### config.mk
export PLATFORM = sky130hd
export DESIGN_NAME = decode_stage
export DESIGN_NICKNAME = d
export VERILOG_FILES = /design/src/rtl/decode_stage.sv
export SDC_FILE = /design/constraint.sdc
export NUM_CORES = 1
export LEC_CHECK = 0
export ABC_CLOCK_PERIOD_IN_PS = 2490
export CAP_MARGIN = 10
export CORE_MARGIN = 2
export CORE_UTILIZATION = 30
export DETAILED_ROUTE_END_ITERATION = 8
export GPL_ROUTABILITY_DRIVEN = 0
export HOLD_SLACK_MARGIN = 0.08
export SLEW_MARGIN = 15
export SYNTH_ARGS = -nofsm -noshare
export SYNTH_HDL_FRONTEND = slang
export SYNTH_SLANG_ARGS = --single-unit
### constraint.sdc
create_clock -name i_clk -period 2.49 [get_ports i_clk]
set_input_delay 0.3735 -clock i_clk [delete_from_list [all_inputs] [get_ports i_clk]]
set_output_delay 0.3735 -clock i_clk [all_outputs]
set_load 0.01 [all_outputs]
### src/rtl/decode_stage.sv
// Instruction decode stage: register-address decode, immediate formation, load-use stall and flush bubbles.
// Optional hazard-stall counter (o_stall_cnt) is built only when DECODE_STALL_CNT_EN is defined.
`timescale 1ns/1ps
module decode_stage #(
   parameter int p_WORD_LEN     = 16,
   parameter int p_REG_ADDR_LEN = 3
) (
   input  logic                      i_clk,
   input  logic                      i_rst_n,
   input  logic [p_WORD_LEN-1:0]     i_instr,
   input  logic [p_WORD_LEN-1:0]     i_pc,
   input  logic                      i_valid,
   input  logic                      i_flush,
   output logic                      o_stall,
   output logic [p_REG_ADDR_LEN-1:0] o_src1,
   output logic [p_REG_ADDR_LEN-1:0] o_src2,
   output logic [p_REG_ADDR_LEN-1:0] o_tgt,
   output logic [2:0]                o_opcode_q,
   output logic [p_REG_ADDR_LEN-1:0] o_tgt_q,
   output logic [p_REG_ADDR_LEN-1:0] o_src1_q,
   output logic [p_REG_ADDR_LEN-1:0] o_src2_q,
   output logic [p_WORD_LEN-1:0]     o_imm_q,
   output logic [p_WORD_LEN-1:0]     o_pc_q,
   output logic                      o_wr_en_q,
   output logic                      o_valid_q
`ifdef DECODE_STALL_CNT_EN
   ,
   output logic [15:0]               o_stall_cnt
`endif
);

   localparam logic [2:0] OP_ADD  = 3'd0;
   localparam logic [2:0] OP_ADDI = 3'd1;
   localparam logic [2:0] OP_NAND = 3'd2;
   localparam logic [2:0] OP_LUI  = 3'd3;
   localparam logic [2:0] OP_SW   = 3'd4;
   localparam logic [2:0] OP_LW   = 3'd5;
   localparam logic [2:0] OP_BEQ  = 3'd6;
   localparam logic [2:0] OP_JALR = 3'd7;

   localparam logic [0:0] ST_RUN   = 1'b0;
   localparam logic [0:0] ST_STALL = 1'b1;

   logic [2:0]                opcode_d;
   logic [p_REG_ADDR_LEN-1:0] ra, rb, rc;
   logic [p_REG_ADDR_LEN-1:0] src1_d, src2_d, tgt_d;
   logic [p_WORD_LEN-1:0]     imm_d;
   logic                      dec_wr_en;
   logic                      wr_en_d, valid_d;
   logic                      hazard, bubble;
   logic [0:0]                state_q, state_d;

   assign opcode_d = i_instr[15:13];
   assign ra       = i_instr[12:10];
   assign rb       = i_instr[9:7];
   assign rc       = i_instr[2:0];

   always_comb begin
      src1_d = '0;
      src2_d = '0;
      tgt_d  = '0;
      case (opcode_d)
         OP_ADD, OP_NAND: begin
            src1_d = rb;
            src2_d = rc;
            tgt_d  = ra;
         end
         OP_ADDI, OP_LW, OP_JALR: begin
            src1_d = rb;
            tgt_d  = ra;
         end
         OP_LUI: tgt_d = ra;
         OP_SW: begin
            src1_d = rb;
            src2_d = ra;
         end
         OP_BEQ: begin
            src1_d = ra;
            src2_d = rb;
         end
         default: ;
      endcase
   end

   always_comb begin
      if (opcode_d == OP_LUI) imm_d = {i_instr[9:0], {(p_WORD_LEN-10){1'b0}}};
      else                    imm_d = {{(p_WORD_LEN-7){i_instr[6]}}, i_instr[6:0]};
   end

   assign dec_wr_en = (opcode_d != OP_SW) && (opcode_d != OP_BEQ) && (ra != '0);

   assign o_src1 = src1_d;
   assign o_src2 = src2_d;
   assign o_tgt  = tgt_d;

   // Unused sources decode to 0, so a nonzero compare also means "source is used".
   always_comb begin
      hazard = (state_q == ST_RUN) && o_valid_q && (o_opcode_q == OP_LW) &&
               (o_tgt_q != '0) && i_valid &&
               (((src1_d != '0) && (src1_d == o_tgt_q)) ||
                ((src2_d != '0) && (src2_d == o_tgt_q)));
      o_stall = hazard && !i_flush;
      bubble  = i_flush || !i_valid || hazard;
      valid_d = !bubble;
      wr_en_d = dec_wr_en && !bubble;
      state_d = o_stall ? ST_STALL : ST_RUN;
   end

   always_ff @(posedge i_clk) begin
      if (!i_rst_n) begin
         state_q    <= ST_RUN;
         o_opcode_q <= '0;
         o_tgt_q    <= '0;
         o_src1_q   <= '0;
         o_src2_q   <= '0;
         o_imm_q    <= '0;
         o_pc_q     <= '0;
         o_wr_en_q  <= 1'b0;
         o_valid_q  <= 1'b0;
      end else begin
         state_q    <= state_d;
         o_opcode_q <= opcode_d;
         o_tgt_q    <= tgt_d;
         o_src1_q   <= src1_d;
         o_src2_q   <= src2_d;
         o_imm_q    <= imm_d;
         o_pc_q     <= i_pc;
         o_wr_en_q  <= wr_en_d;
         o_valid_q  <= valid_d;
      end
   end

`ifdef DECODE_STALL_CNT_EN
   logic [15:0] stall_cnt_q, stall_cnt_d;

   // Only hazard stalls count; flush and idle bubbles never raise o_stall.
   always_comb begin
      stall_cnt_d = stall_cnt_q;
      if (o_stall && (stall_cnt_q != 16'hFFFF)) stall_cnt_d = stall_cnt_q + 16'd1;
   end

   always_ff @(posedge i_clk) begin
      if (!i_rst_n) stall_cnt_q <= '0;
      else          stall_cnt_q <= stall_cnt_d;
   end

   assign o_stall_cnt = stall_cnt_q;
`endif

endmodule

Word level (Yosys, flattened, before mapping)
Cells that the tools add are included.

Bits in registers: 47. Bits in latches: 0. Bits in writable memories: 0. Memory bits (read-only): 0. Input bits: 36. Word-level logic and storage cells: 55. Memories kept: 0.

Add/sub/neg operators: 0. Multiply operators: 0. Div/mod/pow operators: 0. Magnitude comparators: 0. Equality and inequality tests: 12. Shifts and indexed selects: 0. Multiplexer cells: 5. Bitwise operators: 2. Reduce and logical (&&, ||, !) cells: 26.

Operators by type and width (number): two-way mux 16 bit (1); == test 3 bit, second input constant (5); nonzero test 3 bit (4); OR reduction 6 bit (2); logical AND 1 bit (11); one-hot mux 3 bit (3 select lines) (1); == test 3 x 2 -> 1 bit, second input constant (2); == test 3 bit (2); != test 3 bit, second input constant (2); one-hot mux 3 bit (2 select lines) (1); OR reduction 2 bit (2); == test 3 x 1 -> 1 bit, second input constant (1); zero test 1 bit (3); zero test 3 bit (1); logical OR 1 bit (3); two-way mux 3 bit (1); NOT 1 bit (2); two-way mux 1 bit (1).

Longest topological paths before layout
Depth in word-level cells: 10. Mapped depth: 6.

Worst setup path after synthesis
Ideal clock, no wire load.

Path kind: input-to-output. From: in i_instr[14]. To: out o_stall. Data arrival time: 1.831 ns. Required time: 2.117 ns. Setup slack: 0.286 ns. Cell stages on the path: 6. Path buffers: 1. Path through: buf_6 and4b_1 a211oi_2 mux2i_1 or4_4 a21oi_1.

Longest elaborated chain between the ends: 8. Elaborated cells on any way between the ends: 20. Classes of those cells: eq/ne (8); mux (2); reduce/logical (10).

RTL lines: from (decl) (line 10) `input logic [p_WORD_LEN-1:0] i_instr,`; == test 3 x 1 -> 1 bit, or another cell as far along (line 62) `case (opcode_d)`; OR reduction 6 bit (no line) / OR reduction 2 bit (equally long branches); one-hot mux 3 bit (2 select lines) / one-hot mux 3 bit (3 select lines) (equally long branches) (line 62); == test 3 bit, or another cell as far along (line 100) `(((src1_d != '0) && (src1_d == o_tgt_q)) ||`; logical AND 1 bit (on tied branches) (line 100, 101); logical OR 1 bit * (line 100); logical AND 1 bit * (line 99) `(o_tgt_q != '0) && i_valid &&`; logical AND 1 bit * (line 102) `o_stall = hazard && !i_flush;`; to (decl) (line 14) `output logic o_stall,`.

Mark *: on every way between the ends. The rest lies on a longest branch, timed or not.

Worst setup path in the final report
From: in i_instr[12]. To: out o_stall.

Longest elaborated chain between the ends: 6. Elaborated cells on any way between the ends: 11. Classes of those cells: eq/ne (2); mux (2); reduce/logical (7).

RTL lines: one-hot mux 3 bit (3 select lines) / one-hot mux 3 bit (2 select lines) (equally long branches) (line 62); == test 3 bit, or another cell as far along (line 101) `((src2_d != '0) && (src2_d == o_tgt_q)));`; logical AND 1 bit (on tied branches) (line 101, 100); logical OR 1 bit * (line 100); logical AND 1 bit * (line 99); logical AND 1 bit * (line 102).

Marks and branches as above.

==> flow_summary.html <==
<table>
<tr><th>Metric</th><th>Value</th></tr>
<tr><th colspan="2">Clock network</th></tr>
<tr><td>Clock input transition at the sequential cells of the worst setup and hold paths</td><td>80 ps</td></tr>
<tr><td>CTS tree</td><td>done</td></tr>
<tr><td>Library cell used as clock root buffer</td><td>sky130_fd_sc_hd__clkbuf_8</td></tr>
<tr><td>Clock sink count</td><td>47</td></tr>
<tr><td>H-tree level count</td><td>2</td></tr>
<tr><td>Clk buf depth</td><td>2</td></tr>
<tr><td>Number of hold-repair buffers added at the cts stage</td><td>0</td></tr>
<tr><td>Total CTS buffers</td><td>5</td></tr>
<tr><td>Worst-Skew Late Latency</td><td>290 ps</td></tr>
<tr><th colspan="2">Synthesis</th></tr>
<tr><td>Most area-hungry cell type in the Yosys netlist</td><td>sky130_fd_sc_hd__dfxtp_1</td></tr>
<tr><td>Top post-synthesis cells by area</td><td>sky130_fd_sc_hd__dfxtp_1, sky130_fd_sc_hd__and2_1, sky130_fd_sc_hd__a21boi_0, sky130_fd_sc_hd__mux2i_1, sky130_fd_sc_hd__a211oi_2</td></tr>
<tr><td>Number of enable-type register cells in the synthesized netlist</td><td>0</td></tr>
<tr><td>Area share of the largest cell type after synthesis</td><td>53.7%</td></tr>
<tr><td>Synthesized flop and latch total</td><td>47</td></tr>
<tr><td>Seq/Total Area, Yosys</td><td>53.7%</td></tr>
<tr><td>Ys flop type</td><td>sky130_fd_sc_hd__dfxtp_1</td></tr>
<tr><td>Synthesized instance count</td><td>171</td></tr>
<tr><td>Synthesized net count</td><td>207</td></tr>
<tr><td>Async set or reset register ratio after synthesis</td><td>0%</td></tr>
<tr><td>Yosys cell types</td><td>35</td></tr>
<tr><td>Mean area per synthesized cell</td><td>10.3 µm²</td></tr>
<tr><td>Warning count from the yosys run</td><td>0</td></tr>
<tr><td>Mapped cell area</td><td>1750 µm²</td></tr>
<tr><th colspan="2">Detailed routing</th></tr>
<tr><td>Iteration count of the initial detailed-routing pass</td><td>6</td></tr>
<tr><td>ANT nets after route</td><td>0</td></tr>
<tr><td>Vias</td><td>1593</td></tr>
<tr><td>Number of DRC markers after the initial detailed-route iteration</td><td>12</td></tr>
<tr><td>Remaining routing DRC violations</td><td>0</td></tr>
<tr><td>Vias/cell</td><td>4.41</td></tr>
<tr><td>Final WL</td><td>4510 µm</td></tr>
<tr><td>Per-cell routed wire length</td><td>12.5 µm</td></tr>
<tr><th colspan="2">Critical path</th></tr>
<tr><td>Critical-path cell list</td><td>clkdlybuf4s50_1 -&gt; and4b_1 -&gt; a211oi_4 -&gt; xnor2_1 -&gt; or4_4 -&gt; a21oi_2 -&gt; buf_2</td></tr>
<tr><td>Slowest CP cell</td><td>sky130_fd_sc_hd__or4_4</td></tr>
<tr><td>Required time of the worst setup path</td><td>2120 ps</td></tr>
<tr><td>Delay of the slowest cell on the worst path</td><td>450 ps</td></tr>
<tr><td>Max Fanout on Critical Path</td><td>4</td></tr>
<tr><td>Critical path class</td><td>primary input to output pin</td></tr>
<tr><td>Crit path capture type</td><td>output pin</td></tr>
<tr><td>Worst reg-to-reg path cell count</td><td>6</td></tr>
<tr><td>Crit path DAT</td><td>2010 ps</td></tr>
<tr><td>Type of origin of the critical path</td><td>primary input</td></tr>
<tr><th colspan="2">Die</th></tr>
<tr><td>Std-Cell Core Area</td><td>5570 µm²</td></tr>
<tr><td>Width of the die</td><td>80.4 µm</td></tr>
<tr><td>Die ar.</td><td>6470 µm²</td></tr>
<tr><td>Io pins</td><td>92</td></tr>
<tr><td>Number of placement rows</td><td>27</td></tr>
<tr><td>Vertical extent of the die</td><td>80.4 µm</td></tr>
<tr><td>Effective utilization at floorplan</td><td>31.4%</td></tr>
<tr><th colspan="2">GRT</th></tr>
<tr><td>First-pass GRT wire length</td><td>6960 µm</td></tr>
<tr><td>Total global-route track usage</td><td>14.1%</td></tr>
<tr><td>Via count of the first global-routing pass</td><td>1476</td></tr>
<tr><td>Pin count of the biggest net entering global routing</td><td>42</td></tr>
<tr><td>Antenna violations before repair</td><td>0</td></tr>
<tr><td>Overflow left after global routing</td><td>0</td></tr>
<tr><th colspan="2">STA</th></tr>
<tr><td>Setup violations, final</td><td>0</td></tr>
<tr><td>Tightest Pin Transition</td><td>515 ps</td></tr>
<tr><td>Final-report max-slew violation count</td><td>0</td></tr>
<tr><td>Max-slew headroom at the worst pin</td><td>65.4%</td></tr>
<tr><td>Hold Violations, Final</td><td>0</td></tr>
<tr><td>Minimum clock period after layout</td><td>2390 ps</td></tr>
<tr><td>Final worst-path cycle share</td><td>95.8%</td></tr>
<tr><td>Clock Skew</td><td>1.66 ps</td></tr>
<tr><td>Setup TNS after final layout</td><td>0 ps</td></tr>
<tr><td>Max Clk Rate</td><td>419 MHz</td></tr>
<tr><th colspan="2">Layout</th></tr>
<tr><td>Final core area utilization</td><td>56.0%</td></tr>
<tr><td>Final Instance Count excl. Fillers</td><td>361</td></tr>
<tr><td>Final nets</td><td>324</td></tr>
<tr><td>Signed area change from the synthesized netlist to the final layout</td><td>78.2%</td></tr>
<tr><td>Most common cell after layout, fill and taps aside</td><td>sky130_fd_sc_hd__clkdlybuf4s50_1</td></tr>
<tr><td>Count of inserted antenna diode cells</td><td>0</td></tr>
<tr><td>Fraction of layout cells with a size suffix above 1</td><td>19.4%</td></tr>
<tr><td>Commonest cells after routing, fill and taps aside</td><td>sky130_fd_sc_hd__clkdlybuf4s50_1, sky130_fd_sc_hd__dfxtp_1, sky130_fd_sc_hd__and2_1, sky130_fd_sc_hd__buf_4, sky130_fd_sc_hd__nand2_1</td></tr>
<tr><th colspan="2">Run</th></tr>
<tr><td>Max-cap violations</td><td>0</td></tr>
<tr><th colspan="2">Place</th></tr>
<tr><td>I/O Buffers</td><td>91</td></tr>
<tr><td>Detailed-placement wirelength estimate</td><td>3300 µm</td></tr>
<tr><td>Placed cells</td><td>347</td></tr>
<tr><th colspan="2">Power and ir drop</th></tr>
<tr><td>Power density over cell area</td><td>514 nW/µm²</td></tr>
<tr><td>Overall power consumption</td><td>1.61 mW</td></tr>
<tr><td>Worst supply voltage drop on vdd</td><td>0.277 mV</td></tr>
<tr><td>Leak</td><td>1.31 nW</td></tr>
<tr><th colspan="2">Hold path</th></tr>
<tr><td>Worst min-delay path category</td><td>primary input to flop</td></tr>
<tr><td>Worst Hold Depth</td><td>2</td></tr>
<tr><th colspan="2">Outcome</th></tr>
<tr><td>Result of the run</td><td>finished, final reports clean</td></tr>
</table>
==> worst max-delay path, delay by kind of cell <==
| family | cells | cell delay (ps) |
|---|---|---|
| and+or+nand+nor | 2 | 670 |
| AOI/OAI and AO/OA | 2 | 320 |
| xor gates and xnor gates | 1 | 80 |
| buffers and inverters | 2 | 570 |
==> cells in the mapped netlist (3+ instances only) <==
library cell,instances
sky130_fd_sc_hd__dfxtp_1,47
sky130_fd_sc_hd__inv_1,6
sky130_fd_sc_hd__nor2b_1,5
sky130_fd_sc_hd__and3_1,3
sky130_fd_sc_hd__a21boi_0,9
sky130_fd_sc_hd__and4b_1,3
sky130_fd_sc_hd__a211oi_2,3
sky130_fd_sc_hd__nand2b_1,3
sky130_fd_sc_hd__nor2_1,7
sky130_fd_sc_hd__and3_2,3
sky130_fd_sc_hd__a211oi_1,4
sky130_fd_sc_hd__nand2_1,10
sky130_fd_sc_hd__mux2i_1,4
sky130_fd_sc_hd__and2_1,33
sky130_fd_sc_hd__clkbuf_1,7
==> metrics by stage <==
stage | cell area (µm²) | hold slack, ps | setup WS, ps
after floorplan | 1750 | 495 | 286
after global placement | 2890 | 683 | -718
after detailed placement | 2890 | 684 | -747
after CTS | 2990 | 547 | -61.8
after global routing | 3120 | 385 | -11.6
final | 3120 | 378 | 104
==> path summary, 6_finish.rpt <==
| check | slack [ps] | startpoint | to |
|---|---|---|---|
| hold / removal | 380 | i_instr[0] | o_imm_q[0]$_SDFF_PP0_ |
| hold reg to reg | 720 | o_opcode_q[2]$_SDFF_PN0_ | state_q$_SDFF_PN0_ |
| setup reg to reg | 730 | o_tgt_q[2]$_SDFF_PN0_ | o_valid_q$_SDFF_PN0_ |
| setup / recovery | 100 | i_instr[12] | o_stall |
==> sequential cells by signal, summed over array words and instances, names as in the netlist <==
| signal | count |
|---|---|
| o_imm_q | 16 |
| o_opcode_q | 3 |
| o_pc_q | 16 |
| o_src1_q | 3 |
| o_src2_q | 3 |
| o_tgt_q | 3 |
| o_valid_q | 1 |
| o_wr_en_q | 1 |
| state_q | 1 |
==> logic make-up (layout without fill, tap and decap cells) <==
kind of cell / count (synthesis) / count (layout) / share of synthesized area, %
XOR/XNOR: 2 / 2 / 1.43
multiplexers: 5 / 5 / 2.93
AO/OA/AOI/OAI: 27 / 27 / 12.2
AND/OR/NAND/NOR: 74 / 74 / 25.4
buffers and inverters: 16 / 134 / 4.35
flip-flops: 47 / 47 / 53.7
==> per-layer routing <==
metal | track usage [%] | share of wire, %
met3 | 5.39 | 8.5
met1 | 16.3 | 42
met2 | 23.4 | 48
met5 | 0 | 0
met4 | 5.08 | 1.4
==> layout make-up <==
type	instances	area (µm²)
Clock inverter	1	5.00
Tap cell	72	90.1
Timing Repair Buffer	120	1150
Multi-Input combinational cell	108	837
Fill cell	513	2450
Inverter	6	22.5
Sequential cell	47	942
Clock buffer	7	76.3
==> power by group <==
| part | switching, mW | leakage (nW) | internal, mW |
|---|---|---|---|
| Sequential | 0.0161 | 0.391 | 0.793 |
| Clock | 0.236 | 0.0422 | 0.197 |
| Combinational | 0.138 | 0.880 | 0.225 |
| Total | 0.390 | 1.31 | 1.22 |
==> timing repair <==
item,CTS,global route
setup endpoints to repair,7,2
gates cloned,0,0
resized for setup,14,31
setup buffers,2,4
pin swaps,3,5
Note: power is estimated with default switching activity, not from simulation.
